--- config.mk ---
export PLATFORM = sky130hd
export DESIGN_NAME = sha2_stream_core
export DESIGN_NICKNAME = d
export VERILOG_FILES = /design/src/rtl/sha2_stream_core.sv
export SDC_FILE = /design/constraint.sdc
export NUM_CORES = 2
export LEC_CHECK = 0
export CAP_MARGIN = 10
export CORE_AREA = 3 3 270 537
export CTS_CLUSTER_SIZE = 40
export DETAILED_ROUTE_END_ITERATION = 6
export DIE_AREA = 0 0 273 540
export DONT_BUFFER_PORTS = 1
export PLACE_DENSITY = 0.7
export SYNTH_ARGS = -nofsm -noshare
export SYNTH_HDL_FRONTEND = slang
export SYNTH_SLANG_ARGS = --single-unit
--- constraint.sdc ---
create_clock -name clk -period 42.8 [get_ports clk]
set_clock_uncertainty 0.05 [all_clocks]
set_input_delay 0 -clock clk [delete_from_list [all_inputs] [get_ports clk]]
set_output_delay 0 -clock clk [all_outputs]
set_load 0.01 [all_outputs]
--- src/rtl/sha2_stream_core.sv ---
// SHA-224/256 compression core: takes 16-word blocks, chains H across blocks and holds the final digest.
// Word 15 to digest_valid is 64/ROUNDS_PER_CYCLE+1 cycles; in_ready is low outside LOAD and the digest waits for digest_ready.
module sha2_stream_core #(
  parameter int ROUNDS_PER_CYCLE = 1
) (
  input  logic         clk,
  input  logic         rst,
  input  logic [31:0]  in_word,
  input  logic         in_valid,
  output logic         in_ready,
  input  logic         in_first,
  input  logic         in_last,
  input  logic         mode_224,
  output logic [255:0] digest,
  output logic         digest_valid,
  input  logic         digest_ready,
  output logic         busy
);

  if (ROUNDS_PER_CYCLE != 1 && ROUNDS_PER_CYCLE != 2 && ROUNDS_PER_CYCLE != 4) begin : g_bad_rpc
    $error("sha2_stream_core: ROUNDS_PER_CYCLE must be 1, 2 or 4");
  end

  typedef enum logic [1:0] {LOAD, ROUND, UPDATE, DONE} state_t;

  localparam logic [5:0] STEP      = 6'(ROUNDS_PER_CYCLE);
  localparam logic [5:0] LAST_STEP = 6'(64 - ROUNDS_PER_CYCLE);

  // Index 7 holds H0 / a, so the 256-bit digest is the H vector itself.
  localparam logic [7:0][31:0] IV_256 = {
    32'h6a09e667, 32'hbb67ae85, 32'h3c6ef372, 32'ha54ff53a,
    32'h510e527f, 32'h9b05688c, 32'h1f83d9ab, 32'h5be0cd19};
  localparam logic [7:0][31:0] IV_224 = {
    32'hc1059ed8, 32'h367cd507, 32'h3070dd17, 32'hf70e5939,
    32'hffc00b31, 32'h68581511, 32'h64f98fa7, 32'hbefa4fa4};

  localparam logic [31:0] K [64] = '{
    32'h428a2f98, 32'h71374491, 32'hb5c0fbcf, 32'he9b5dba5, 32'h3956c25b, 32'h59f111f1, 32'h923f82a4, 32'hab1c5ed5,
    32'hd807aa98, 32'h12835b01, 32'h243185be, 32'h550c7dc3, 32'h72be5d74, 32'h80deb1fe, 32'h9bdc06a7, 32'hc19bf174,
    32'he49b69c1, 32'hefbe4786, 32'h0fc19dc6, 32'h240ca1cc, 32'h2de92c6f, 32'h4a7484aa, 32'h5cb0a9dc, 32'h76f988da,
    32'h983e5152, 32'ha831c66d, 32'hb00327c8, 32'hbf597fc7, 32'hc6e00bf3, 32'hd5a79147, 32'h06ca6351, 32'h14292967,
    32'h27b70a85, 32'h2e1b2138, 32'h4d2c6dfc, 32'h53380d13, 32'h650a7354, 32'h766a0abb, 32'h81c2c92e, 32'h92722c85,
    32'ha2bfe8a1, 32'ha81a664b, 32'hc24b8b70, 32'hc76c51a3, 32'hd192e819, 32'hd6990624, 32'hf40e3585, 32'h106aa070,
    32'h19a4c116, 32'h1e376c08, 32'h2748774c, 32'h34b0bcb5, 32'h391c0cb3, 32'h4ed8aa4a, 32'h5b9cca4f, 32'h682e6ff3,
    32'h748f82ee, 32'h78a5636f, 32'h84c87814, 32'h8cc70208, 32'h90befffa, 32'ha4506ceb, 32'hbef9a3f7, 32'hc67178f2};

  function automatic logic [31:0] rotr(input logic [31:0] x, input int n);
    return (x >> n) | (x << (32 - n));
  endfunction

  function automatic logic [31:0] sig0(input logic [31:0] x);
    return rotr(x, 7) ^ rotr(x, 18) ^ (x >> 3);
  endfunction

  function automatic logic [31:0] sig1(input logic [31:0] x);
    return rotr(x, 17) ^ rotr(x, 19) ^ (x >> 10);
  endfunction

  function automatic logic [7:0][31:0] sha_round(input logic [7:0][31:0] s, input logic [31:0] kw);
    logic [31:0] a, b, c, d, e, f, g, h, t1, t2;
    {a, b, c, d, e, f, g, h} = s;
    t1 = h + (rotr(e, 6) ^ rotr(e, 11) ^ rotr(e, 25)) + ((e & f) ^ (~e & g)) + kw;
    t2 = (rotr(a, 2) ^ rotr(a, 13) ^ rotr(a, 22)) + ((a & b) ^ (a & c) ^ (b & c));
    return {t1 + t2, a, b, c, d + t1, e, f, g};
  endfunction

  state_t            state, state_nx;
  logic [3:0]        word_cnt;
  logic [5:0]        round_cnt;
  logic [7:0][31:0]  h, wk, st_nx, h_sum;
  logic [15:0][31:0] w, win_nx;
  logic              last_flag, mode_r;
  logic [255:0]      digest_r;

  // w[0] is always W[t]; each round appends W[t+16] so the window never needs random access.
  always_comb begin
    st_nx  = wk;
    win_nx = w;
    for (int j = 0; j < ROUNDS_PER_CYCLE; j++) begin
      st_nx  = sha_round(st_nx, K[round_cnt + 6'(j)] + win_nx[0]);
      win_nx = {sig1(win_nx[14]) + win_nx[9] + sig0(win_nx[1]) + win_nx[0], win_nx[15:1]};
    end
  end

  always_comb begin
    for (int i = 0; i < 8; i++) h_sum[i] = h[i] + wk[i];
  end

  always_comb begin
    state_nx     = state;
    in_ready     = 1'b0;
    digest_valid = 1'b0;
    case (state)
      LOAD: begin
        in_ready = 1'b1;
        if (in_valid && word_cnt == 4'd15) state_nx = ROUND;
      end
      ROUND:   if (round_cnt == LAST_STEP) state_nx = UPDATE;
      UPDATE:  state_nx = last_flag ? DONE : LOAD;
      DONE: begin
        digest_valid = 1'b1;
        if (digest_ready) state_nx = LOAD;
      end
      default: state_nx = LOAD;
    endcase
  end

  always_ff @(posedge clk or posedge rst) begin
    if (rst) begin
      state     <= LOAD;
      word_cnt  <= '0;
      round_cnt <= '0;
      h         <= IV_256;
      wk        <= '0;
      w         <= '0;
      last_flag <= 1'b0;
      mode_r    <= 1'b0;
      digest_r  <= IV_256;
    end else begin
      state <= state_nx;
      case (state)
        LOAD: if (in_valid) begin
          w        <= {in_word, w[15:1]};
          word_cnt <= word_cnt + 4'd1;
          if (word_cnt == 4'd0 && in_first) begin
            h      <= mode_224 ? IV_224 : IV_256;
            mode_r <= mode_224;
          end
          if (word_cnt == 4'd15) begin
            last_flag <= in_last;
            wk        <= h;
          end
        end
        ROUND: begin
          wk        <= st_nx;
          w         <= win_nx;
          round_cnt <= round_cnt + STEP;
        end
        UPDATE: begin
          h        <= h_sum;
          digest_r <= mode_r ? {h_sum[7:1], 32'h0} : h_sum;
        end
        default: ;
      endcase
    end
  end

  assign digest = digest_r;
  assign busy   = !(state == LOAD && word_cnt == 4'd0);

endmodule

* Word-level counts from Yosys, hierarchy flattened
Memories as Yosys holds them, arrays and structs flattened. Index checks and enable logic that the tools add are counted. Widths: inputs -> output; s select.
Word-level totals: ROM bits 2048, word-level logic and storage cells 133, bits of input ports 39, bits in registers 1294, memories 1, output and inout bits 259
Memories:
- (no name shown) | words 64, bits a word 32, read ports 1, clocked after memory_dff 0, write ports 0, line 80 | st_nx = sha_round(st_nx, K[round_cnt + 6'(j)] + win_nx[0]);
Cells by class: bitwise gates (word level) 28, equality and inequality tests 11, mux-type cells 19, reduce and logical (&&, ||, !) cells 15, magnitude comparators 1, add/sub/neg operators 20
Operator list (number):
- $mux 256 | 5
- $pmux 256 s2 | 2
- $pmux 512 s2 | 1
- $add 32x32->32 | 18
- $mux 512 | 1
- $xor 32x32->32 | 9
- $and 32x32->32 | 5
- $mux 32 | 3
- $not 32->32 | 1
- $or 10x32->32 | 1
- $or 13x32->32 | 1
- $or 14x32->32 | 1
- $or 15x32->32 | 1
- $or 19x32->32 | 1
- $or 21x32->32 | 1
- $or 25x32->32 | 1
- $or 26x32->32 | 1
- $or 30x32->32 | 1
- $or 7x32->32 | 1
- $xor 32x22->32 | 1
- $xor 32x29->32 | 1
- $reduce_and 3->1 | 5
- $ne 2x2->1 const B | 6
- $mux 2 | 4
- other kinds (16) | 22

* Longest topological paths before layout
depth after elaboration 8, gate-level depth with buffers 44, mapped depth without buffers 42

* Worst setup path after synthesis
OpenSTA, ideal clock, no wires.
path kind register to register, start register round_cnt[1], end register wk, in the netlist st_nx[223], buffers on the path 2, setup slack 34.270 ns, period minus slack after synthesis 8.530 ns, setup time 0.131 ns, data required time 42.619 ns, arrival time 8.350 ns, cell stages (with the launch flop) 39, cell sequence dfrtp_1 > clkbuf_1 > inv_1 > ha_1 > clkbuf_1 > nor3_1 > a21oi_1 > mux4_2 > mux2i_1 > fa_1 > fa_1 > fa_1 > inv_1 > ha_1 > a21o_1 > a21oi_1 > o2111a_1 > nor3_1 > (+3 left out) > a21o_1 > xor2_1 > inv_1 > fa_1 > inv_1 > ha_1 > nand3_1 > nor2_1 > nand2_1 > o21ai_0 > a211oi_1 > nand3_1 > a41o_1 > o41a_1 > a31oi_1 > xnor2_1 > xnor2_1 > o21ai_1
On the way: cells in the longest elaborated chain, start to end 8
Ends and longest elaborated chain:
- start, declared | line 69 | logic [5:0] round_cnt;
- start signal, assigned | line 137 | round_cnt <= round_cnt + STEP;
- $not 6->7 (not written as such) | line 80
- $mem_v2 64x32
- $mux 32 (not written as such) (2 in series) | line 80
- $add 32x32->32 | line 80
- $add 32x32->32 | line 62 | t1 = h + (rotr(e, 6) ^ rotr(e, 11) ^ rotr(e, 25)) + ((e & f) ^ (~e & g)) + kw;
- $add 32x32->32 | line 64 | return {t1 + t2, a, b, c, d + t1, e, f, g};
- $pmux 256 s2 | line 121 | case (state)
- end signal, assigned | line 131 | wk <= h;
- end signal, assigned | line 135 | wk <= st_nx;
- end, declared | line 70 | logic [7:0][31:0] h, wk, st_nx, h_sum;
Every way passes these cells. The select of a mux whose other input is x is not followed. A chain may end at the register's enable or synchronous reset.

* Worst setup path in the final report
Same ends and word-level chain as after synthesis.

==> impl_metrics.csv <==
group,metric,value,unit
outcome,status,"finished, violations left",
outcome,violations,"negative hold slack",
setup_path,worstPathRequired,43.39,ns
setup_path,critPathKind,"reg2reg",
setup_path,cp_num_buf_inv,4,
timing,post-route-period-util,0.252,
global_routing,grt_max_degree,215,
setup_path,r2r-end,"st_nx[223]$_DFFE_PP0P_",
placed_design,gp_congestion,1.07,
placed_design,dpl.hpwl,242,mm
placed_design,placed_cells,10400,
synth,postSynth.asyncResetShare,1.00,
setup_path,worstRegToRegCells,36,
synth,synth_area,77300,um^2
global_routing,antenna_found_initial,14,
timing,holdWs,-0.00337,ns
timing,finalMaxSlewViolations,0,
routing,wl_per_cell,29.7,um
synth,yosysMostFrequentCell,"nand2_1",
worst_hold_path,worstHoldPathType,"in2reg",
synth,netlist.area_leader.share,0.331,
cts,htree_levels,3,
setup_path,cpPeakStageDelay,0.82,ns
timing,hold_violations,1,
global_routing,grt_usage,0.430,
synth,synthCells,8945,
die,core,141000,um^2
synth,synthDistinctLibCells,91,
global_routing,grt_pass1_vias,65800,
die,die_w,273,um
routing,vias,65800,
routing,first_pass_iters,6,
setup_path,r2r_slack,32.00,ns
global_routing,grt_first_pass_wirelength,456,mm
cts,cts_setup_buffers,0,
setup_path,cp_top_family,"compound AO/OA/AOI/OAI gates",
placed_design,io_buffers,0,
setup_path,reg2reg_from,"round_cnt[1]$_DFFE_PP0P_",
setup_path,worstPathMaxFanout,17,
die,fp.dieH,540,um
cts,clkSlewWorstSetupHoldPaths,0.07,ns
cells_and_area,fin_cells,10700,
setup_path,endpoint_kind,"flop",
run,maxCapViolations,0,
synth,synth_common_cells,"nand2_1, dfrtp_1, nor2_1",
timing,rsz0062_at_grt,"false",
die,ios,298,
cells_and_area,synthToLayoutAreaGrowth,8.06,%
placed_design,dp_slack,32.16,ns
synth,synth_enable_flop_cells,0,
die,start_util,0.547,
global_routing,gr-total-overflow,0,
timing,setup_tns,0,ns
setup_path,critPathLaunch,"round_cnt[1]$_DFFE_PP0P_",
die,rows,195,
cts,cts_root_buffer,"clkbuf_16",
synth,seq_area_frac_synth,0.423,
routing,ant_nets,0,
routing,vias_per_cell,6.14,
timing,worst_slack,32.00,ns
timing,min_period,10.80,ns
timing,worstMarginPinSlew,1.34,ns
synth,synth_area_per_cell,8.64,um^2
synth,synth_top_area_cell,"dfrtp_1",
cts,cts_tree,"done",
cts,cts_buffers,115,
synth,synth_top_cells_by_area,"dfrtp_1, nand2_1, dfstp_2, ha_1, fa_1",
setup_path,critPathSlowestCell,"dfrtp_1",
cts,clk_latency,0.80,ns
synth,synth_flop_cell,"dfrtp_1",
cts,clockBufferDepth,3,
synth,synth-seq-cells,1294,
die,fp.dieArea,147000,um^2
routing,drt-total-wl,318,mm
timing,setup_viol,0,
timing,relSlewSlack,0.0979,
routing,drt_iter0_drc,5880,
cts,cts.sinks,1294,
setup_path,arrival,11.39,ns
cells_and_area,drive_above_1_share,0.0795,
setup_path,cp_num_cells,36,
setup_path,endpoint,"st_nx[223]$_DFFE_PP0P_",
setup_path,cp-start-kind,"flop",
synth,yosysWarnings,0,
cells_and_area,layout.nets,9364,
timing,fmax,0.0926,GHz
synth,synth_nets,9571,
routing,route.detailed.drc,0,
## worst min path at each step
stage               cells past startpoint   startpoint                endpoint  slack, ns
floorplan                               2      in_last   last_flag$_DFFE_PP0P_       0.06
global placement                        1          rst  digest[45]$_DFFE_PP0P_       0.02
detailed placement                      1          rst  digest[53]$_DFFE_PP0P_       0.04
finish                                  3   in_word[2]      w[482]$_DFFE_PP0P_     -0.003
CTS                                     3  in_word[21]      w[501]$_DFFE_PP0P_      0.003
global route                            3  in_word[21]      w[501]$_DFFE_PP0P_       0.02
## worst min-delay path: stages
cell           delay, ns
dlygate4sd3_1       0.57
a21oi_1             0.07
o21ai_0             0.13
## per-stage QoR
stage | util | area, um^2 | hold slack [ns]
2_1_floorplan | - | 77300 | 0.0554
3_3_place_gp | 0.558 | 78900 | 0.0221
3_5_place_dp | 0.558 | 78900 | 0.0365
4_1_cts | 0.591 | 83500 | 0.00311
5_1_grt | 0.591 | 83500 | 0.0248
6_report | 0.591 | 83500 | -0.00337
## flip-flops by register name, indices dropped and copies added (netlist names), 2 cells and up
register / cells
w: 512
word_cnt: 4
wk: 64
st_nx: 192
h: 256
state: 2
round_cnt: 6
digest: 256
## area by class of cell
| class | count | area [um^2] |
|---|---|---|
| diodes | 7 | 17.5 |
| fillers | 12500 | 57700 |
| inverters | 433 | 1630 |
| well taps | 1871 | 2340 |
| clock buffers | 150 | 3190 |
| flip-flops and latches | 1294 | 32700 |
| repair buffers | 178 | 1530 |
| clock inverters | 70 | 911 |
| multi-input cells | 6716 | 41200 |
## logic make-up after synthesis
| group | share of synthesized area |
|---|---|
| muxes | 0.00822 |
| AOI/OAI and AO/OA | 0.161 |
| xor gates and xnor gates | 0.0647 |
| and+or+nand+nor | 0.183 |
| adders and majority gates | 0.114 |
| buffers and inverters | 0.0454 |
| DFF | 0.423 |
## cells in the final DEF (no fill, tap or decap), types with 71 or more instances in the layout
cell type  instances
inv_1            430
nor2_1           532
buf_4            120
nand2_1         2520
clkbuf_16        115
o21ai_0          468
xor2_1           219
a31oi_1          256
fa_1             195
dfstp_2          272
ha_1             392
dfrtp_1         1019
a21oi_1          536
nor3_1            71
xnor2_1          348
nand3_1           86
a21o_1           236
## what timing repair did
item	in CTS	in global routing
hold buffers	50	0
hold endpoints to repair	272	0
resized for setup	0	0
## routing by layer
layer	vias up	track usage	wire [um]
met5	-	0	34
met4	6	0.509	48600
met3	1327	0.0812	18800
met2	2864	0.726	154000
met1	32200	0.402	96300
li1	29400	-	-
Power is left out: the tool's default activity adds up to more than one toggle a clock period on the data nets, which glitch-free logic cannot reach.
